`src/rtl/mem_block_arbiter.sv`:
```
// ---------------------------------------------------------------------------
// mem_block_arbiter
//
// Shares one block-wide memory port between three requesters: I-cache fills,
// D-cache fills and D-cache writebacks. A single transaction is outstanding at
// a time, and the arbiter returns to IDLE for at least one cycle between
// transactions.
//
// Arbitration, sampled in IDLE and granted on the next rising edge:
//   - a D-cache writeback always wins, so a dirty victim leaves before its
//     refill can overwrite it;
//   - between the two read classes a 1-bit round-robin picks the class not
//     served last. After reset the I-cache counts as served last.
//
// In a grant state the memory request and the block-aligned address are
// held. The matching memory valid ends the transaction. The requester's valid
// pulses only if it is still requesting at that moment. Returned read data is
// always captured. If no valid arrives, the watchdog counter reaches TIMEOUT
// on the TIMEOUT-th edge after the grant. The transaction is then abandoned
// with a one-cycle timeout_err pulse, and a valid on that same edge still wins.
//
// Ports
//   CLK, RESET        clock, asynchronous active-low reset
//   i_req/i_addr      I-cache fill request   -> i_rdata, i_valid
//   d_rd_req/addr     D-cache fill request   -> d_rd_data, d_rd_valid
//   d_wr_req/addr/data D-cache writeback     -> d_wr_valid
//   m_*               shared memory block port
//   busy              a transaction is granted
//   timeout_err       one-cycle pulse when a grant is abandoned
// ---------------------------------------------------------------------------
module mem_block_arbiter #(
  parameter int ADDR_W  = 32,
  parameter int BLK_W   = 256,
  parameter int TIMEOUT = 1023
) (
  input  logic              CLK,
  input  logic              RESET,
  input  logic              i_req,
  input  logic [ADDR_W-1:0] i_addr,
  output logic [BLK_W-1:0]  i_rdata,
  output logic              i_valid,
  input  logic              d_rd_req,
  input  logic [ADDR_W-1:0] d_rd_addr,
  output logic [BLK_W-1:0]  d_rd_data,
  output logic              d_rd_valid,
  input  logic              d_wr_req,
  input  logic [ADDR_W-1:0] d_wr_addr,
  input  logic [BLK_W-1:0]  d_wr_data,
  output logic              d_wr_valid,
  output logic              m_rd_req,
  output logic              m_wr_req,
  output logic [ADDR_W-1:0] m_addr,
  output logic [BLK_W-1:0]  m_wdata,
  input  logic [BLK_W-1:0]  m_rdata,
  input  logic              m_rd_valid,
  input  logic              m_wr_valid,
  output logic              busy,
  output logic              timeout_err
);

  localparam int CNT_W = $clog2(TIMEOUT + 1);

  typedef enum logic [1:0] {IDLE, GNT_I, GNT_DRD, GNT_DWR} stateT;

  stateT            state;
  logic [CNT_W-1:0] waitCnt;
  logic [CNT_W-1:0] waitCntNext;
  logic             lastWasI;   // 1: the I-cache was the read class served last

  // Blocks are 32 bytes, so the low five address bits are dropped.
  function automatic logic [ADDR_W-1:0] blockAlign(input logic [ADDR_W-1:0] a);
    return a & ~ADDR_W'(31);
  endfunction

  assign waitCntNext = waitCnt + CNT_W'(1);

  always_ff @(posedge CLK or negedge RESET) begin
    if (!RESET) begin
      state       <= IDLE;
      waitCnt     <= '0;
      lastWasI    <= 1'b1;
      m_rd_req    <= 1'b0;
      m_wr_req    <= 1'b0;
      m_addr      <= '0;
      m_wdata     <= '0;
      i_rdata     <= '0;
      d_rd_data   <= '0;
      i_valid     <= 1'b0;
      d_rd_valid  <= 1'b0;
      d_wr_valid  <= 1'b0;
      busy        <= 1'b0;
      timeout_err <= 1'b0;
    end else begin
      // The completion and timeout flags are pulses by default.
      i_valid     <= 1'b0;
      d_rd_valid  <= 1'b0;
      d_wr_valid  <= 1'b0;
      timeout_err <= 1'b0;

      case (state)
        IDLE: begin
          waitCnt <= '0;
          if (d_wr_req) begin
            state    <= GNT_DWR;
            m_wr_req <= 1'b1;
            m_addr   <= blockAlign(d_wr_addr);
            m_wdata  <= d_wr_data;
            busy     <= 1'b1;
          end else if (d_rd_req && (!i_req || lastWasI)) begin
            state    <= GNT_DRD;
            m_rd_req <= 1'b1;
            m_addr   <= blockAlign(d_rd_addr);
            lastWasI <= 1'b0;
            busy     <= 1'b1;
          end else if (i_req) begin
            state    <= GNT_I;
            m_rd_req <= 1'b1;
            m_addr   <= blockAlign(i_addr);
            lastWasI <= 1'b1;
            busy     <= 1'b1;
          end
        end

        GNT_I, GNT_DRD: begin
          waitCnt <= waitCntNext;
          if (m_rd_valid) begin
            state    <= IDLE;
            m_rd_req <= 1'b0;
            busy     <= 1'b0;
            // A requester that withdrew still gets its data but no pulse.
            if (state == GNT_I) begin
              i_rdata <= m_rdata;
              i_valid <= i_req;
            end else begin
              d_rd_data  <= m_rdata;
              d_rd_valid <= d_rd_req;
            end
          end else if (waitCntNext == CNT_W'(TIMEOUT)) begin
            state       <= IDLE;
            m_rd_req    <= 1'b0;
            busy        <= 1'b0;
            timeout_err <= 1'b1;
          end
        end

        GNT_DWR: begin
          waitCnt <= waitCntNext;
          if (m_wr_valid) begin
            state      <= IDLE;
            m_wr_req   <= 1'b0;
            busy       <= 1'b0;
            d_wr_valid <= d_wr_req;
          end else if (waitCntNext == CNT_W'(TIMEOUT)) begin
            state       <= IDLE;
            m_wr_req    <= 1'b0;
            busy        <= 1'b0;
            timeout_err <= 1'b1;
          end
        end

        default: begin
          state    <= IDLE;
          m_rd_req <= 1'b0;
          m_wr_req <= 1'b0;
          busy     <= 1'b0;
        end
      endcase
    end
  end

endmodule
```
`config.mk`:
```
export PLATFORM = sky130hd
export DESIGN_NAME = mem_block_arbiter
export DESIGN_NICKNAME = d
export VERILOG_FILES = /design/src/rtl/mem_block_arbiter.sv
export SDC_FILE = /design/constraint.sdc
export NUM_CORES = 1
export LEC_CHECK = 0
export CAP_MARGIN = 25
export CORE_AREA = 2 2 549 551
export CTS_CLUSTER_DIAMETER = 40
export DETAILED_ROUTE_END_ITERATION = 8
export DIE_AREA = 0 0 551 553
export PLACE_DENSITY = 0.3
export SYNTH_ARGS = -nofsm -noshare
export SYNTH_HDL_FRONTEND = slang
export SYNTH_SLANG_ARGS = --single-unit
```
`constraint.sdc`:
```
create_clock -name CLK -period 2 [get_ports CLK]
set_clock_uncertainty 0.2 [all_clocks]
set_input_delay 0.3 -clock CLK [delete_from_list [all_inputs] [get_ports CLK]]
set_output_delay 0.3 -clock CLK [all_outputs]
set_load 0.01 [all_outputs]
```
# --- Yosys cells after proc, flatten, opt, wreduce, memory -nomap -nowiden ---
# Index checks and enable logic that the tools add are counted.
# W data, S select, Z words.
totals:
  regBits: 820
  output_inout_bits: 807
classes:
  addsub: 1
  n_eq_ne: 10
  muxes: 38
  bitwise_logic: 2
  reduce_logical: 17
ops:
  columns: ["op", "count"]
  rows:
  - ["$mux W32", 3]
  - ["$mux W1", 23]
  - ["$pmux W10 S2", 1]
  - ["$mux W2", 6]
  - ["$reduce_and A3 Y1", 4]
  - ["$add A10 B1 Y10 const B", 1]
  - ["$eq A10 B10 Y1 const B", 1]
  - ["$ne A3 B3 Y1 const B", 3]
  - ["$pmux W1 S2", 3]
  - ["$pmux W2 S3", 1]
  - ["$reduce_bool A2 Y1", 3]
  - ["$eq A2 B2 Y1 const B", 2]
  - ["$ne A2 B2 Y1 const B", 2]
  - ["$ne A4 B4 Y1 const B", 1]
  - ["$reduce_and A2 Y1", 2]
  - ["$reduce_and A4 Y1", 1]
  - ["$pmux W1 S3", 1]
  - ["$reduce_bool A3 Y1", 1]
  - ["$reduce_or A3 Y1", 1]
  - ["$eq A2 B1 Y1 const B", 1]
  - ["$logic_not A2 Y1", 1]
  - ["$not A1 Y1", 2]
  - ["$reduce_or A2 Y1", 1]
  - ["$logic_and A1 B1 Y1", 1]
  - ["2 further kinds", 2]

# --- Depth between registers and ports, before layout ---
# Gate-level depths: netlist (run 1).
logic_depth:
  depth_word: 6
  mapped_depth: 9
  mapped_depth_nobuf: 7

# --- Worst setup path after synthesis (run 1) ---
# OpenSTA, ideal clock, no wires.
synth_timing:
  path_kind: "reg-to-reg"
  start: "reg state[0]"
  end: "reg d_rd_data[226]"
  t_arrival_ps: 1909
  t_required_ps: 1675
  setup_slack_ps: -234
  path_stages_with_launch: 7
  n_path_buf: 2
  path_cell_list: "dfrtp_1 > inv_1 > ha_1 > nand3b_1 > buf_1 > clkbuf_1 > mux2_2"
synth_via:
  elab_chain_cells: 3
  word_cells_on_any_way: 5
  cone_classes: "eq/ne: 2; bitwise: 1; reduce/logical: 2"
synth_lines:
  columns: ["element", "line_no", "source"]
  rows:
  - ["start, declared", "65", "stateT state;"]
  - ["start signal, assigned", "79", "state <= IDLE;"]
  - ["start signal, assigned", "104", "state <= GNT_DWR;"]
  - ["start signal, assigned", "110", "state <= GNT_DRD;"]
  - ["$eq A2 B1 Y1 or $eq A2 B2 Y1 (tied branches)", "100, 131", null]
  - ["$reduce_or A2 Y1 or $not A1 Y1 (tied branches)", null, null]
  - ["$reduce_and A3 Y1 (no line) *", null, null]
  - ["end signal, assigned", "135", "d_rd_data <= m_rdata;"]
  - ["end, declared", "44", "output logic [BLK_W-1:0] d_rd_data,"]
# Mark *: on every way between the ends. The rest lies on a longest branch, timed or not.
# A chain may end at the register's enable or synchronous reset.

# --- Worst setup path after layout (run 1) ---
layout_timing:
  start: "reg state[0]"
  end: "reg d_rd_data[217]"
# The elaborated chain is that of the path after synthesis.

==> impl_metrics.yaml, run 1 <==
routing:
  drt_iter0_markers: 785
  wirelength_um: 202800
  avgViaCountPerCell: 3.105
  first_pass_iters: 4
  vias: 25830
  postRouteAntennaNets: 0
  wl_per_cell_um: 24.38
  drc: 0
power_and_ir_drop:
  p_switching_uw: 37110
  netSwitchingFraction: 0.3411
  peakVddDrop_mv: 0.8079
  p_total_uw: 108800
  p_seq_frac: 0.275
  leakage_uw: 0.02721
  power.share.clock: 0.337
  comb_power_share: 0.388
  p_per_area_mw_per_mm2: 1742
  intPower_uw: 71700
timing:
  setup-violations-final: 500
  worst_hold_slack_ps: 68.57
  rsz0062_at_grt: "true"
  tightest_slew_ps: 568.2
  fin_crit_ps: 2216
  slew_headroom: 0.6212
  maxSlewViolCount: 0
  fmax_mhz: 451.3
  fin_crit_sh: 1.108
  hold_violations: 0
  setup_ws_ps: -215.8
grt:
  met1_usage: 0.1468
  globalRouteOverflowTotal: 0
  grt_pass1_vias: 28220
  grt_first_pass_wirelength_um: 262400
  grtUsageTotal: 0.1262
  grt_util_met3: 0.06018
  use_met2: 0.2091
  antenna_found_initial: 139
  grt_max_degree: 87
  gr-max-usage-layer: "met2"
cells_and_area:
  fin_util: 0.2091
  syn2layout_area_growth_pct: 102.9
  design_area_mm2: 0.06247
  layout.nets: 4738
  layout-drive-gt1-share: 0.5002
cts:
  cts_root_buf: "clkbuf_16"
  worst_setup_hold_path_clk_slew_ps: 50
  clk_path_buf_depth: 4
  cts_tree: "built"
  h-tree-depth: 4
  clkSinkCount: 815
  numCtsBuffers: 220
  clock_latency_ps: 820
synthesis:
  yosys.area.top_type_share: 0.6616
  synth_top_flop_cell: "dfrtp_1"
  synth.largest_area_cell: "dfrtp_1"
  seq_area_frac_synth: 0.6625
  ys_types: 41
  synth_compound_area_frac: 0.01451
  syn_avg_cell_area_um2: 16.38
  synth.area.top_cells: "dfrtp_1 (66%), mux2_2 (29%), mux2i_1 (0.88%)"
  synth_edf_count: 0
  synthCells: 1879
  netlist_area_mm2: 0.03079
  synthAdderAreaFrac: 0.002032
  yosys_warnings: 0
  synth_xor_area_frac: 0.001991
  synthArstFlopShare: 1.000
  yosys.area_share.simple: 0.007925
  synth_top_family_by_area: "multiplexers"
  synth-seq-cells: 815
  synth_mux_area_frac: 0.2955
place:
  gp_congestion: 0.7928
  placed_area_mm2: 0.05104
  dp.final_hpwl_um: 161800
  port_buffers: 1401
status:
  status: "finished with violations"
  failed_checks: "setup timing"
setup_path:
  crit_type: "reg2reg"
  crit_fanout: 7
  crit_required_ps: 2520
  startpoint_type: "flip-flop"
  crit_arrival_ps: 2740
  end_kind: "flip-flop"
floorplanning:
  start_util: 0.1030
  die-area_mm2: 0.3047
  core_area_mm2: 0.2988
  rows: 201
  ioPinCount: 1422
  dieWidth_um: 551
  chipHeight_um: 553
hold_path:
  worstHoldPathType: "in2reg"
job:
  maxCapViolCount: 0
-- cell type report --
class / instances / area, um2
fill: 32350 / 236300
sequential: 815 / 20410
timing repair buffer: 2117 / 18890
multi-input combinational: 955 / 10320
clock buffer: 309 / 6334
tap: 3958 / 4952
clock inverter: 93 / 1374
antenna: 64 / 160.2
inverter: 9 / 33.78
-- state kept, by name, summed over array words and instances, names as in the netlist, 2 cells and up --
name       flops
d_rd_data    256
i_rdata      256
m_addr        27
m_wdata      256
state          2
waitCnt       10
-- cell families after synthesis --
logic type / Yosys count
simple gates: 52
xor+xnor: 7
mux: 811
buf+inv: 113
other cells: 1
flops: 815
compound gates: 75
fa+ha+maj: 5
-- layer usage --
layer	share of wire	up-vias
li1	-	11340
met3	0.11	343
met2	0.47	1252
met4	0.019	64
met1	0.40	12840
met5	0.0019	-
-- synth_stat cells (2+ instances only) --
master	instances
buf_4	5
o21ai_0	43
xnor2_1	3
o31ai_1	4
mux2i_1	27
xor2_1	4
buf_1	11
clkbuf_1	63
dfrtp_1	814
buf_2	25
nor2_1	12
and3_1	2
a21oi_1	6
mux2_2	784
inv_1	9
nor3_1	2
o22ai_1	2
o21a_1	11
ha_1	5
nand2_1	20
nand3_1	7
-- worst max-delay path, stage by stage (launching register included) --
cell	delay, ps
dfrtp_1	390
buf_6	130
ha_4	140
nand3b_1	240
buf_12	210
buf_16	160
buf_12	160
buf_16	140
mux2_4	300
-- placed cells by master, fill, tap and decap left out, types with 27 or more instances in the layout --
| cell type | instances |
|---|---|
| dfrtp_1 | 804 |
| mux2_2 | 696 |
| buf_2 | 617 |
| clkdlybuf4s50_1 | 597 |
| dlygate4sd3_1 | 520 |
| clkbuf_16 | 237 |
| buf_4 | 159 |
| buf_6 | 121 |
| mux2_4 | 88 |
| diode_2 | 64 |
| buf_12 | 47 |
| clkbuf_1 | 43 |
| clkbuf_8 | 43 |
| o21ai_0 | 41 |
| clkinv_2 | 37 |
| mux2i_1 | 27 |
| bufinv_16 | 27 |
-- through the flow --
| stage | TNS (ps) | instances | setup WS (ps) |
|---|---|---|---|
| 2_1_floorplan | -1969 | 1883 | -70.26 |
| 3_3_place_gp | -112870 | 7289 | -436.3 |
| 3_5_place_dp | -107790 | 7289 | -460.5 |
| 4_1_cts | -63340 | 8234 | -251.8 |
| 5_1_grt | -97060 | 8295 | -291.4 |
| 6_report | -63730 | 8320 | -215.8 |
-- final timing paths --
check                       startpoint        endpoint  slack (ps)  depth (start not counted)
max reg2reg                   state[0]  d_rd_data[217]        -220                          8
min reg2reg                  m_addr[6]       m_addr[6]         280                          1
min in group asynchronous        RESET    i_rdata[106]         170                          3
min                        m_rdata[26]   d_rd_data[26]          70                          2
max                           state[0]  d_rd_data[217]        -220                          8
max in group asynchronous        RESET   d_rd_data[89]         800                          3
-- repair_timing --
action / in CTS / in global routing
setup buffers: 19 / 10
cloned: 5 / 14
hold buffers: 520 / 0
gates resized for setup: 3466 / 132
pin swaps: 2 / 2
endpoints found under the hold margin: 1561 / 0
setup endpoints to repair: 1273 / 557
-- power by group through the flow --
stage	combinational (uW)	sequential (uW)	clock (uW)
6_report	42200	29900	36700
3_3_place_gp	45800	29800	0
3_5_place_dp	45600	30000	0
4_1_cts	42000	30000	37900
5_1_grt	45000	31000	38700
2_1_floorplan	12500	33000	0
No activity file was read; power rests on OpenSTA's default activity.
==> inputs of run 2 (changes only) <==
Settings changed: PLACE_DENSITY 0.3 to 0.31, SLEW_MARGIN set to 15.
==> run 2 against run 1 <==
The run still ends with setup timing left; combinational power down 0.9%; first-iteration DRC count is 20% higher; setup slack improved by 17 ps; design area grew 1.3%; die area is the same; critical endpoint is now d_rd_data[53].
==> impl_metrics.yaml, run 2 (synthesized netlist as in run 1, its figures left out) <==
cts:
  numCtsBuffers: 227
  worst_setup_hold_path_clk_slew_ps: 50
  cts_root_buf: "clkbuf_16"
  clk_path_buf_depth: 4
  clkSinkCount: 815
  h-tree-depth: 4
  cts_tree: "built"
  clock_latency_ps: 850
grt:
  grt_first_pass_wirelength_um: 266400
  grt_max_degree: 79
  grtUsageTotal: 0.1283
  grt_pass1_vias: 28580
  antenna_found_initial: 138
  globalRouteOverflowTotal: 0
setup_path:
  max_stage_delay_ps: 410
  slowest_stage: "dfrtp_1"
  crit_fanout: 5
  path_cells: "buf_6, ha_4, nand3b_1, buf_12, buf_12, buf_12, buf_16, mux2_4"
  crit_type: "reg2reg"
  cp.buffers_inverters: 5
  crit_required_ps: 2500
  end_kind: "flip-flop"
  critPathMostFrequentCell: "buf_12"
  crit_family: "buffers and inverters"
  crit_arrival_ps: 2700
  startpoint_type: "flip-flop"
routing:
  drt_iter0_markers: 942
  drc: 0
  avgViaCountPerCell: 3.081
  wirelength_um: 204500
  vias: 25840
  wl_per_cell_um: 24.37
  first_pass_iters: 4
  postRouteAntennaNets: 0
power_and_ir_drop:
  power.share.clock: 0.347
  p_seq_frac: 0.273
  intPower_uw: 72840
  p_per_area_mw_per_mm2: 1738
  netSwitchingFraction: 0.3375
  peakVddDrop_mv: 0.7684
  p_switching_uw: 37100
  comb_power_share: 0.380
  leakage_uw: 0.02729
cells_and_area:
  layout_common_cells: "dfrtp_1 (802), mux2_2 (767), clkdlybuf4s50_1 (597)"
  fillerInstances: 32250
  largest_registers: "d_rd_data (256), i_rdata (256), m_wdata (256)"
  layout.nets: 4792
  syn2layout_area_growth_pct: 105.5
  layout_commonest_cell: "dfrtp_1"
  fin_cells: 8388
  layout-drive-gt1-share: 0.5064
status:
  status: "finished with violations"
  failed_checks: "setup timing"
floorplanning:
  ioPinCount: 1422
  dieWidth_um: 551
  chipHeight_um: 553
  start_util: 0.1030
  rows: 201
  die-area_mm2: 0.3047
  core_area_mm2: 0.2988
timing:
  fin_crit_sh: 1.099
  hold_violations: 0
  worst_hold_slack_ps: 49.09
  setup_ws_ps: -198.8
  fmax_mhz: 454.8
  maxSlewViolCount: 0
  fin_crit_ps: 2199
  setup-violations-final: 463
  rsz0062_at_grt: "true"
hold_path:
  worstHoldPathType: "in2async"
place:
  dp.cells: 7306
  gp_congestion: 0.8017
  dp.final_hpwl_um: 164900
  port_buffers: 1401
job:
  maxCapViolCount: 0
==> run 2: cell types whose count changed in the layout (fill, tap and decap cells not counted), moves of 14 or more <==
cell	delta
buf_12	+14
mux2_4	-71
mux2_2	+71
buf_2	-47
buf_6	+71
dlygate4sd3_1	+31
==> run 2: final timing paths <==
check                      slack, ps  depth (start not counted)         start             to
max                             -200                          8      state[0]  d_rd_data[53]
min reg2reg                      290                          1    m_addr[29]     m_addr[29]
max in group asynchronous        920                          5         RESET    i_rdata[53]
min in group CLK                  80                          2  m_rdata[169]   i_rdata[169]
min                               50                          3         RESET    m_wdata[40]
max reg2reg                     -200                          8      state[0]  d_rd_data[53]
==> run 2: worst register-to-register path, cell delays in order (launching register included) <==
cell	delay, ps
dfrtp_1	410
buf_6	140
ha_4	150
nand3b_1	220
buf_12	220
buf_12	180
buf_12	160
buf_16	150
mux2_4	300
==> run 2: final cells by class <==
class | instances | area (um2) | share of cell area
flip-flops and latches | 815 | 20410 | 0.3226
repair buffers | 2164 | 19520 | 0.3085
multi-input cells | 955 | 10090 | 0.1594
clock buffers | 315 | 6563 | 0.1037
well taps | 3958 | 4952 | 0.07827
clock inverters | 104 | 1535 | 0.02427
diodes | 68 | 170.2 | 0.002690
inverters | 9 | 33.78 | 0.0005340
==> run 2: power by group through the flow <==
| stage | registers [uW] | logic (uW) | clock network, uW |
|---|---|---|---|
| after global placement | 29900 | 45700 | 0 |
| final | 30100 | 41800 | 38100 |
| after detailed placement | 30000 | 45500 | 0 |
| after global routing | 31200 | 44500 | 40100 |
| after CTS | 30200 | 42400 | 39300 |
| after floorplan | 33000 | 12500 | 0 |
==> run 2: per-stage QoR <==
stage	power [uW]	setup TNS (ps)	util	setup WS (ps)	instance area [um2]
6_report	109900	-38890	0.2118	-198.8	63270
5_1_grt	115900	-73130	0.2115	-241.7	63180
2_1_floorplan	45510	-1969	-	-70.26	30850
4_1_cts	111800	-42100	0.2094	-206.3	62570
3_3_place_gp	75560	-328220	0.1714	-676.4	51220
3_5_place_dp	75500	-307010	0.1714	-662.7	51220
==> run 2: metal layers <==
layer / share of wire / track usage / vias up
met5: 0.0020 / 0 / -
met4: 0.025 / 0.03356 / 62
met3: 0.10 / 0.05798 / 358
met2: 0.47 / 0.2152 / 1245
met1: 0.40 / 0.1466 / 12740
li1: - / - / 11430
==> run 2: repair_timing <==
| item | 4_1_cts | 5_1_grt |
|---|---|---|
| setup endpoints to repair | 1452 | 437 |
| hold buffers | 551 | 0 |
| endpoints found under the hold margin | 1579 | 0 |
| buffers inserted | 19 | 13 |
| pin swaps | 0 | 5 |
| gates cloned | 3 | 9 |
| gates resized for setup | 3548 | 73 |
